==> src/rtl/tff_chain_seq_if.sv <==
// Command/status bundle between a command source and the T-stage chain sequencer.
// The master drives the command side; the sequencer (slave) drives chain state and status.
interface tff_chain_seq_if #(
   parameter int STAGES = 4,
   parameter int LEN_W  = 8
);
   logic              start;
   logic [LEN_W-1:0]  len;
   logic              hold;
   logic              clr;
   logic              t_en;
   logic [STAGES-1:0] q;
   logic              busy;
   logic              done;

   modport master (
      output start, len, hold, clr,
      input  t_en, q, busy, done
   );

   modport slave (
      input  start, len, hold, clr,
      output t_en, q, busy, done
   );
endinterface

==> src/rtl/tff_chain_seq.sv <==
// Sequencer for a serial T flip-flop chain: enables the chain for exactly len toggle
// cycles with hold and synchronous clear, then emits a one-cycle done pulse.
module tff_chain_seq #(
   parameter int STAGES = 4,
   parameter int LEN_W  = 8
) (
   input  logic          clk,
   input  logic          rst,
   tff_chain_seq_if.slave ctrl
);

   typedef enum logic [1:0] {
      IDLE = 2'd0,
      RUN  = 2'd1,
      DONE = 2'd2
   } state_t;

   state_t            state_q;
   logic [LEN_W-1:0]  cnt_q;
   logic [STAGES-1:0] q_q;
   logic [STAGES-1:0] q_d;
   logic              busy_q;
   logic              done_q;
   logic              t_en;

   // Stage 0 always toggles; stage i toggles when stage i-1 was high before the edge.
   function automatic logic [STAGES-1:0] chain_next(input logic [STAGES-1:0] cur);
      return cur ^ {cur[STAGES-2:0], 1'b1};
   endfunction

   always_comb begin
      t_en = (state_q == RUN) && !ctrl.hold && !ctrl.clr;
      q_d  = chain_next(q_q);
   end

   always_ff @(posedge clk or negedge rst) begin
      if (!rst) begin
         state_q <= IDLE;
         cnt_q   <= '0;
         q_q     <= '0;
         busy_q  <= 1'b0;
         done_q  <= 1'b0;
      end else if (ctrl.clr) begin
         state_q <= IDLE;
         cnt_q   <= '0;
         q_q     <= '0;
         busy_q  <= 1'b0;
         done_q  <= 1'b0;
      end else begin
         case (state_q)
            IDLE: begin
               done_q <= 1'b0;
               if (ctrl.start) begin
                  if (ctrl.len != '0) begin
                     cnt_q   <= ctrl.len;
                     state_q <= RUN;
                     busy_q  <= 1'b1;
                  end else begin
                     state_q <= DONE;
                     done_q  <= 1'b1;
                  end
               end
            end
            RUN: begin
               // hold leaves count, chain and state untouched
               if (t_en) begin
                  q_q   <= q_d;
                  cnt_q <= cnt_q - LEN_W'(1);
                  if (cnt_q == LEN_W'(1)) begin
                     state_q <= DONE;
                     busy_q  <= 1'b0;
                     done_q  <= 1'b1;
                  end
               end
            end
            DONE: begin
               state_q <= IDLE;
               done_q  <= 1'b0;
               busy_q  <= 1'b0;
            end
            default: begin
               state_q <= IDLE;
               busy_q  <= 1'b0;
               done_q  <= 1'b0;
            end
         endcase
      end
   end

   assign ctrl.t_en = t_en;
   assign ctrl.q    = q_q;
   assign ctrl.busy = busy_q;
   assign ctrl.done = done_q;

endmodule

==> src/flat_wrapper.sv <==
// flat-port wrapper written by rule: the top's interface ports become plain ports
module tff_chain_seq_flat 
#(
   parameter int STAGES = 4,
   parameter int LEN_W  = 8
)
  (clk, rst, ctrl_start, ctrl_len, ctrl_hold, ctrl_clr, ctrl_t_en, ctrl_q, ctrl_busy, ctrl_done);
  tff_chain_seq_if #(.STAGES(STAGES), .LEN_W(LEN_W)) ctrl_i ();
  input  logic clk;
  input  logic rst;
  input wire logic [$bits(ctrl_i.start)-1:0] ctrl_start;
  input wire logic [$bits(ctrl_i.len)-1:0] ctrl_len;
  input wire logic [$bits(ctrl_i.hold)-1:0] ctrl_hold;
  input wire logic [$bits(ctrl_i.clr)-1:0] ctrl_clr;
  output wire logic [$bits(ctrl_i.t_en)-1:0] ctrl_t_en;
  output wire logic [$bits(ctrl_i.q)-1:0] ctrl_q;
  output wire logic [$bits(ctrl_i.busy)-1:0] ctrl_busy;
  output wire logic [$bits(ctrl_i.done)-1:0] ctrl_done;
  assign ctrl_i.start = ctrl_start;
  assign ctrl_i.len = ctrl_len;
  assign ctrl_i.hold = ctrl_hold;
  assign ctrl_i.clr = ctrl_clr;
  assign ctrl_t_en = ctrl_i.t_en;
  assign ctrl_q = ctrl_i.q;
  assign ctrl_busy = ctrl_i.busy;
  assign ctrl_done = ctrl_i.done;
  tff_chain_seq #(.STAGES(STAGES), .LEN_W(LEN_W)) u_core (.clk(clk), .rst(rst), .ctrl(ctrl_i));
endmodule
==> config.mk <==
export PLATFORM = sky130hd
export DESIGN_NAME = tff_chain_seq_flat
export DESIGN_NICKNAME = d
export VERILOG_FILES = /design/src/rtl/tff_chain_seq_if.sv /design/src/rtl/tff_chain_seq.sv /design/src/flat_wrapper.sv
export SDC_FILE = /design/constraint.sdc
export NUM_CORES = 1
export LEC_CHECK = 0
export BUFFER_PORTS_ARGS = -buffer_cell sky130_fd_sc_hd__buf_2
export CAP_MARGIN = 15
export CORE_ASPECT_RATIO = 0.75
export CORE_UTILIZATION = 57
export CTS_CLUSTER_SIZE = 12
export DETAILED_ROUTE_END_ITERATION = 16
export GPL_TIMING_DRIVEN = 0
export PLACE_DENSITY = 0.91
export SYNTH_ARGS = -nofsm -noshare
export SYNTH_HDL_FRONTEND = slang
export SYNTH_SLANG_ARGS = --single-unit
==> constraint.sdc <==
create_clock -name clk -period 4.5 [get_ports clk]
set_clock_uncertainty 0.15 [all_clocks]
set_input_delay 0.9 -clock clk [delete_from_list [all_inputs] [get_ports clk]]
set_output_delay 0.9 -clock clk [all_outputs]
set_load 0.02 [all_outputs]
==> metrics, run 1 <==
setup bufs post-CTS=0; TritonCTS clock tree=built; top_reg_cell synth=dfrtp_1; clock root cell=clkbuf_4; # rows=12; Final nets=roughly 150; port buffer count=19; Hold-fix buffers, CTS=0; Hold Violations, Final=0; Simple-Gate Fraction of Synth Area=between 20% and 30%; largest net degree at the start of global routing=17; vias=about 930; placed wire-length estimate=1.66 mm; Startpoint Class=input port; Setup WS post-layout=1.73 ns; total CTS buffers=3; clk buf depth=2; Peak VDD IR=0.237 mV; CP Data Arrival Time=~1.7 ns; Pre-antenna DRT Iters=4; Syn Nets=approximately 120; Total GRT Usage=between 20% and 30%; Critical Path RT=3.45 ns; Async S/R FF share, synth=100%; gr ovfl total=0; TNS Setup=0 ns; ANT nets after route=0; Post-Syn Instances=106; core area=approximately 1500 sq um; layout cells sized above 1=around a quarter; static leakage=about 0.00053 uW; Ys Warns=0; Syn Area/Cell=a little over 9 sq um; outcome=finished, final reports clean; fill cell count=116; endpoints failing setup=0; CP Capture Type=output pin; vias in the first global route=roughly 860; die area=between 1500 and 2000 sq um; DR WL/cell=between 15 and 20 um; # H-tree levels=1; HP Class=reg -> reg; Ports=20; number of synthesized flops with an enable pin=0; count of cell types in the netlist=38; via/cell ratio=between 6 and 7; slew margin rel.=roughly two thirds; ANT cells=0; post-synthesis mux area share=0%; crit path time final=2.77 ns; fmax=0.361 GHz; Initial Utilization=approximately 64%; worst slew pin tran=0.499 ns; RSZ-0062 raised after global routing=no; adder-cell area share of the yosys netlist=around 2.5%; global-route wire length before repair=~4.1 mm; die width=about 50 um; WS Path Type=in -> out; Mapped Area=between 900 and 1000 sq um; synth-to-layout area growth=15.9%; # clock sinks=16; fin crit share=approximately 62%; cts repair resizes=0; register bit count reported by yosys=16; Clock Latency Late Sink=about 0.30 ns; GPL Wtd Cong=approximately 0.90; Hold Crit Depth=1; XOR/XNOR Fraction of Synth Area=~3.5%; Reg clk slew, reported paths=0.09 ns; area fraction in compound gates after synthesis=between 20% and 30%; pre-CTS WS=between 1.5 and 2 ns; highest fanout seen on the critical path=7; worst-case reg-to-reg path depth=6; Final Max Tran Viols=0; register area share after synthesis=~40%; WL final=approximately 2.3 mm; Max-cap violations=0; pwr dens=roughly 370 nW/um^2; DRC=0; main combinational cell family by area after synthesis=simple AND/OR/NAND/NOR gates; Die Ht=38.1 um; Initial DRC Count=a little over 50; initial antenna violation count=0
path summary, 6_finish.rpt:
check                                             startpoint                            to  slack, ns
worst max-delay path                                ctrl_clr                     ctrl_t_en       1.73
worst min-delay path            u_core.ctrl.done$_DFFE_PN0P_  u_core.ctrl.done$_DFFE_PN0P_       0.34
worst max register to register   u_core.cnt_q[0]$_DFFE_PN0P_   u_core.cnt_q[6]$_DFFE_PN0P_       2.47
worst min register to register  u_core.ctrl.done$_DFFE_PN0P_  u_core.ctrl.done$_DFFE_PN0P_       0.34
max in group asynchronous                                rst  u_core.ctrl.done$_DFFE_PN0P_       3.57
min in group asynchronous                                rst   u_core.cnt_q[5]$_DFFE_PN0P_       0.35
area by class of cell:
type	instances	area [sq um]	share of cell area (%)
plain buffers	4	27.5	2.40
clock buffers	4	36.3	3.16
inverters	9	33.8	2.94
multi-input cells	77	529	46.1
flip-flops and latches	16	400	34.9
well taps	21	26.3	2.29
repair buffers	19	95.1	8.28
metrics by stage:
step / hold slack [ns] / instances / util (%) / instance area, sq um / power [uW]
global route: 0.363 / 150 / 74.3 / 1150 / 452
global placement: 0.321 / 146 / 71.9 / 1110 / 323
finish: 0.344 / 150 / 74.3 / 1150 / 428
floorplan: 0.378 / 106 / - / 991 / 288
CTS: 0.347 / 150 / 74.3 / 1150 / 426
detailed placement: 0.326 / 146 / 71.9 / 1110 / 328
cell usage after synthesis, types with 2 or more instances:
library cell  count  area, sq um
a21oi_1          10         50.1
a22oi_1           3         22.5
a31oi_1           2         12.5
dfrtp_1          16          400
ha_1              2         25.0
inv_1             9         33.8
nand2_1           9         33.8
nand3_1           3         15.0
nor2_1            8         30.0
nor3_1            4         20.0
nor4_1            3         18.8
nor4_2            2         25.0
o21a_1            2         15.0
o22ai_1           5         31.3
o31a_1            3         26.3
xor2_1            3         26.3
cell families after synthesis:
| kind of cell | after synthesis |
|---|---|
| simple gates | 39 |
| compound gates | 32 |
| flops | 16 |
| buf+inv | 13 |
| xor+xnor | 4 |
| fa+ha+maj | 2 |
power by group:
group / switching [uW] / total, uW / internal, uW
combinational: 85.0 / 147 / 62.1
clock: 47.6 / 97.0 / 49.4
sequential: 22.2 / 184 / 162
total: 155 / 428 / 273
layout by cell type, fill, tap and decap left out, types with 2 or more instances in the layout:
cell type	synthesis	routed
buf_2	1	20
dfrtp_1	16	16
a21oi_1	10	10
inv_1	9	9
nand2_1	9	9
nor2_1	8	8
o22ai_1	5	5
nor3_1	4	4
nor4_1	3	3
nand3_1	3	3
o31a_1	3	3
a22oi_1	3	3
xor2_1	3	3
clkbuf_4	0	3
nor4_2	2	2
o21a_1	2	2
a31oi_1	2	2
ha_1	2	2
sequential cells by signal (all words and copies together) (netlist names):
name and count:
u_core.cnt_q 8, u_core.state_q 2, u_core.ctrl.q 4, u_core.ctrl.busy 1, u_core.ctrl.done 1
metal layers:
| layer | up-vias | global-route usage [%] | wire, um |
|---|---|---|---|
| met5 | - | 0 | 0 |
| met4 | 0 | 7.86 | 37 |
| met3 | 8 | 7.54 | 262 |
| met2 | 63 | 45.0 | 1020 |
| met1 | 423 | 42.8 | 992 |
| li1 | 433 | - | - |
worst max-delay path: stages:
cell	delay (ns)
buf_2	0.13
nor4b_4	0.44
buf_2	0.25
(Power assumes the default switching activity.)
==> run 2, diff against run 1 <==
--- a/config.mk
+++ b/config.mk
@@ -5,14 +5,15 @@
 export SDC_FILE = /design/constraint.sdc
 export NUM_CORES = 1
 export LEC_CHECK = 0
+export ABC_AREA = 1
 export BUFFER_PORTS_ARGS = -buffer_cell sky130_fd_sc_hd__buf_2
 export CAP_MARGIN = 15
 export CORE_ASPECT_RATIO = 0.75
-export CORE_UTILIZATION = 57
+export CORE_UTILIZATION = 48
 export CTS_CLUSTER_SIZE = 12
 export DETAILED_ROUTE_END_ITERATION = 16
 export GPL_TIMING_DRIVEN = 0
-export PLACE_DENSITY = 0.91
+export PLACE_DENSITY = 0.83
 export SYNTH_ARGS = -nofsm -noshare
 export SYNTH_HDL_FRONTEND = slang
 export SYNTH_SLANG_ARGS = --single-unit
==> constraint.sdc (replaced) <==
create_clock -name clk -period 2.4 [get_ports clk]
set_clock_uncertainty 0.15 [all_clocks]
set_input_delay 0.48 -clock clk [delete_from_list [all_inputs] [get_ports clk]]
set_output_delay 0.48 -clock clk [all_outputs]
set_load 0.02 [all_outputs]
==> run 2 against run 1 <==
Net effect: synthesized area up 4.8%; first-iteration DRC count down 45%; combinational power up 90%; clock power up 90%; global-route usage down 7.1 points; core utilization down 14 points; power up 88%; sequential power up 85%; sequential share of layout area down 1.8 points; register-to-register slack worse by 1.6 ns; critical endpoint unchanged; largest cell class unchanged; largest power group unchanged; highest routed layer unchanged.
==> metrics, run 2 <==
clock power share=a little under a quarter; Die Ht=42.3 um; GPL Wtd Cong=between 0.9 and 1; # rows=14; Initial DRC Count=28; Synth area leaders=dfrtp_1, nand2_1, nor2_1; top_reg_cell synth=dfrtp_1; count of cell types in the netlist=22; TNS Setup=0 ns; global-route wire length before repair=4.04 mm; most used cell, CP=inv_1; DR WL/cell=approximately 12 um; Synth area leader=dfrtp_1; pwr dens=between 600 and 700 nW/um^2; P_int=roughly 500 uW; HP Class=in -> reg; cts repair resizes=0; Startpoint Class=register; DRC=0; Ports=20; CP startpoint=u_core.state_q[1]$_DFFE_PN0P_; CP peak stage delay=0.38 ns; Syn Nets=about 170; worst-case reg-to-reg path depth=6; total net switching power=approximately 310 uW; CP Capture Type=output pin; Reg with most FFs=u_core.cnt_q; Async S/R FF share, synth=100%; clock root cell=clkbuf_4; CP Data Arrival Time=~1.5 ns; Worst Hold Slack=slightly below 0.3 ns; Final nets=slightly below 200; clk buf depth=2; gr ovfl total=0; endpoints failing setup=0; Post-Syn Instances=between 150 and 200; Reg clk slew, reported paths=0.10 ns; Initial Utilization=between 50% and 60%; CP endpoint=ctrl_t_en; commonest non-fill, non-tap cell in the layout=nand2_1; highest fanout seen on the critical path=8; setup bufs post-CTS=0; outcome=finished, final reports clean; port buffer count=19; HP Start=ctrl_clr; number of synthesized flops with an enable pin=0; ANT cells=0; Clock Latency Late Sink=0.30 ns; worst slew pin tran=~0.38 ns; FF-to-FF End=u_core.cnt_q[2]$_DFFE_PN0P_; vias=approximately 1100; TritonCTS clock tree=built; placed wire-length estimate=around 1.9 mm; Pre-antenna DRT Iters=4; WL final=approximately 2.4 mm; # clock sinks=16; most frequent cells in the layout=nand2_1, buf_2, nor2_1; Final Max Tran Viols=0; Worst path slowest cell=dfrtp_1; fin crit share=between 80 and 90%; most common cell in the synthesized netlist=nand2_1; fmax=0.477 GHz; Post-synth top cells=nand2_1, nor2_1, dfrtp_1; Syn Area/Cell=~6.8 sq um; layout cells sized above 1=a little over a fifth; Peak VDD IR=0.436 mV; vias in the first global route=929; synth-to-layout area growth=16.5%; static leakage=between 0.0006 and 0.0007 uW; Total GRT Usage=between 20% and 30%; initial antenna violation count=0; via/cell ratio=5.30; worst path cell trace=inv_1 -> nand2_2 -> nor2_2 -> nand2_1 -> inv_1 -> buf_2; Critical Path RT=around 1.8 ns; Seq pwr share=42.4%; die width=55.7 um; slew margin rel.=roughly 75%; ANT nets after route=0; Mapped Area=between 1000 and 1500 sq um; proportion of power drawn by combinational gates=about a third; WS Path Type=reg -> out; total CTS buffers=3; die area=around 2400 sq um; # H-tree levels=1; RSZ-0062 raised after global routing=no; flop-to-flop setup slack=~0.86 ns; Hold Violations, Final=0; largest net degree at the start of global routing=17; worst reg2reg startpoint=u_core.cnt_q[0]$_DFFE_PN0P_; register area share after synthesis=between 30 and 40%; crit path time final=around 2.1 ns; switching part of the total=between 30% and 40%; Synth top area share=~39%; Ys Warns=0; max FFs per register=8; core area=a little over 2000 sq um; Max-cap violations=0; register bit count reported by yosys=16
-- run 2: cell count changes in the layout (fill, tap and decap cells not counted), sizes merged, moves of 3 or more --
cell,before,now
nand2,9,56
nor4,5,0
nor2,9,21
o31a,3,0
a22oi,3,0
o22ai,5,2
nand3,3,13
o21ai,1,10
a21oi,10,5
and3,0,3
inv,9,16
-- run 2: worst max-delay path: cells and delay by family, from the launching register on --
family	cells	cell delay (ns)
simple gates	3	0.48
flops	1	0.38
buf+inv	3	0.30
-- run 2: cell families after synthesis --
logic type | count (synthesis) | synth area share [%]
and+or+nand+nor | 99 | 41.8
DFF | 16 | 38.6
xor gates and xnor gates | 1 | 0.844
AOI/OAI and AO/OA | 18 | 9.52
buffers and inverters | 17 | 6.87
adders and majority gates | 2 | 2.41
-- run 2: timing repair --
action | CTS | global route
hold buffers | 1 | 0
hold endpoints to repair | 16 | 0
setup endpoints to repair | 0 | 0
-- run 2: power by group through the flow --
| stage | combinational [uW] | sequential [uW] | clock (uW) |
|---|---|---|---|
| after detailed placement | 274 | 346 | 0 |
| after global placement | 268 | 344 | 0 |
| after global routing | 314 | 346 | 202 |
| after CTS | 277 | 340 | 192 |
| after floorplan | 198 | 345 | 0 |
| final | 279 | 341 | 184 |
-- run 2: metrics by stage --
| stage | cell area (sq um) | std cells | total power [uW] | worst slack, ns | utilization [%] |
|---|---|---|---|---|---|
| 6_report | 1210 | 201 | 804 | 0.305 | 60.1 |
| 4_1_cts | 1210 | 201 | 810 | 0.295 | 60.1 |
| 5_1_grt | 1210 | 201 | 862 | 0.131 | 60.1 |
| 2_1_floorplan | 1040 | 153 | 544 | 0.817 | - |
| 3_3_place_gp | 1160 | 196 | 612 | 0.557 | 57.8 |
| 3_5_place_dp | 1160 | 196 | 620 | 0.533 | 57.8 |
-- run 2: area by class of cell --
cell class                 instances  area (sq um)
tap                               24          30.0
timing repair buffer              20           105
inverter                          16          60.1
fill                             198           805
multi-input combinational        120           567
sequential                        16           400
buffer                             1          11.3
clock buffer                       4          36.3
-- run 2: how the worst min path moves through the flow --
| stage | end | slack (ns) | cells after the start |
|---|---|---|---|
| after global placement | u_core.ctrl.q[2]$_DFFE_PN0P_ | 0.26 | 1 |
| final | u_core.ctrl.q[1]$_DFFE_PN0P_ | 0.29 | 2 |
| after global routing | u_core.ctrl.q[1]$_DFFE_PN0P_ | 0.31 | 2 |
| after floorplan | u_core.cnt_q[0]$_DFFE_PN0P_ | 0.03 | 0 |
| after detailed placement | u_core.ctrl.q[2]$_DFFE_PN0P_ | 0.27 | 1 |
| after CTS | u_core.ctrl.q[1]$_DFFE_PN0P_ | 0.29 | 2 |
-- run 2: routing by layer --
metal  track usage (%)  vias up  wire [um]
met3              6.48        7        137
li1                  -      537          -
met1              30.7      493       1170
met2              35.2       28       1060
met5                 0        -          0
met4              8.50        0         40
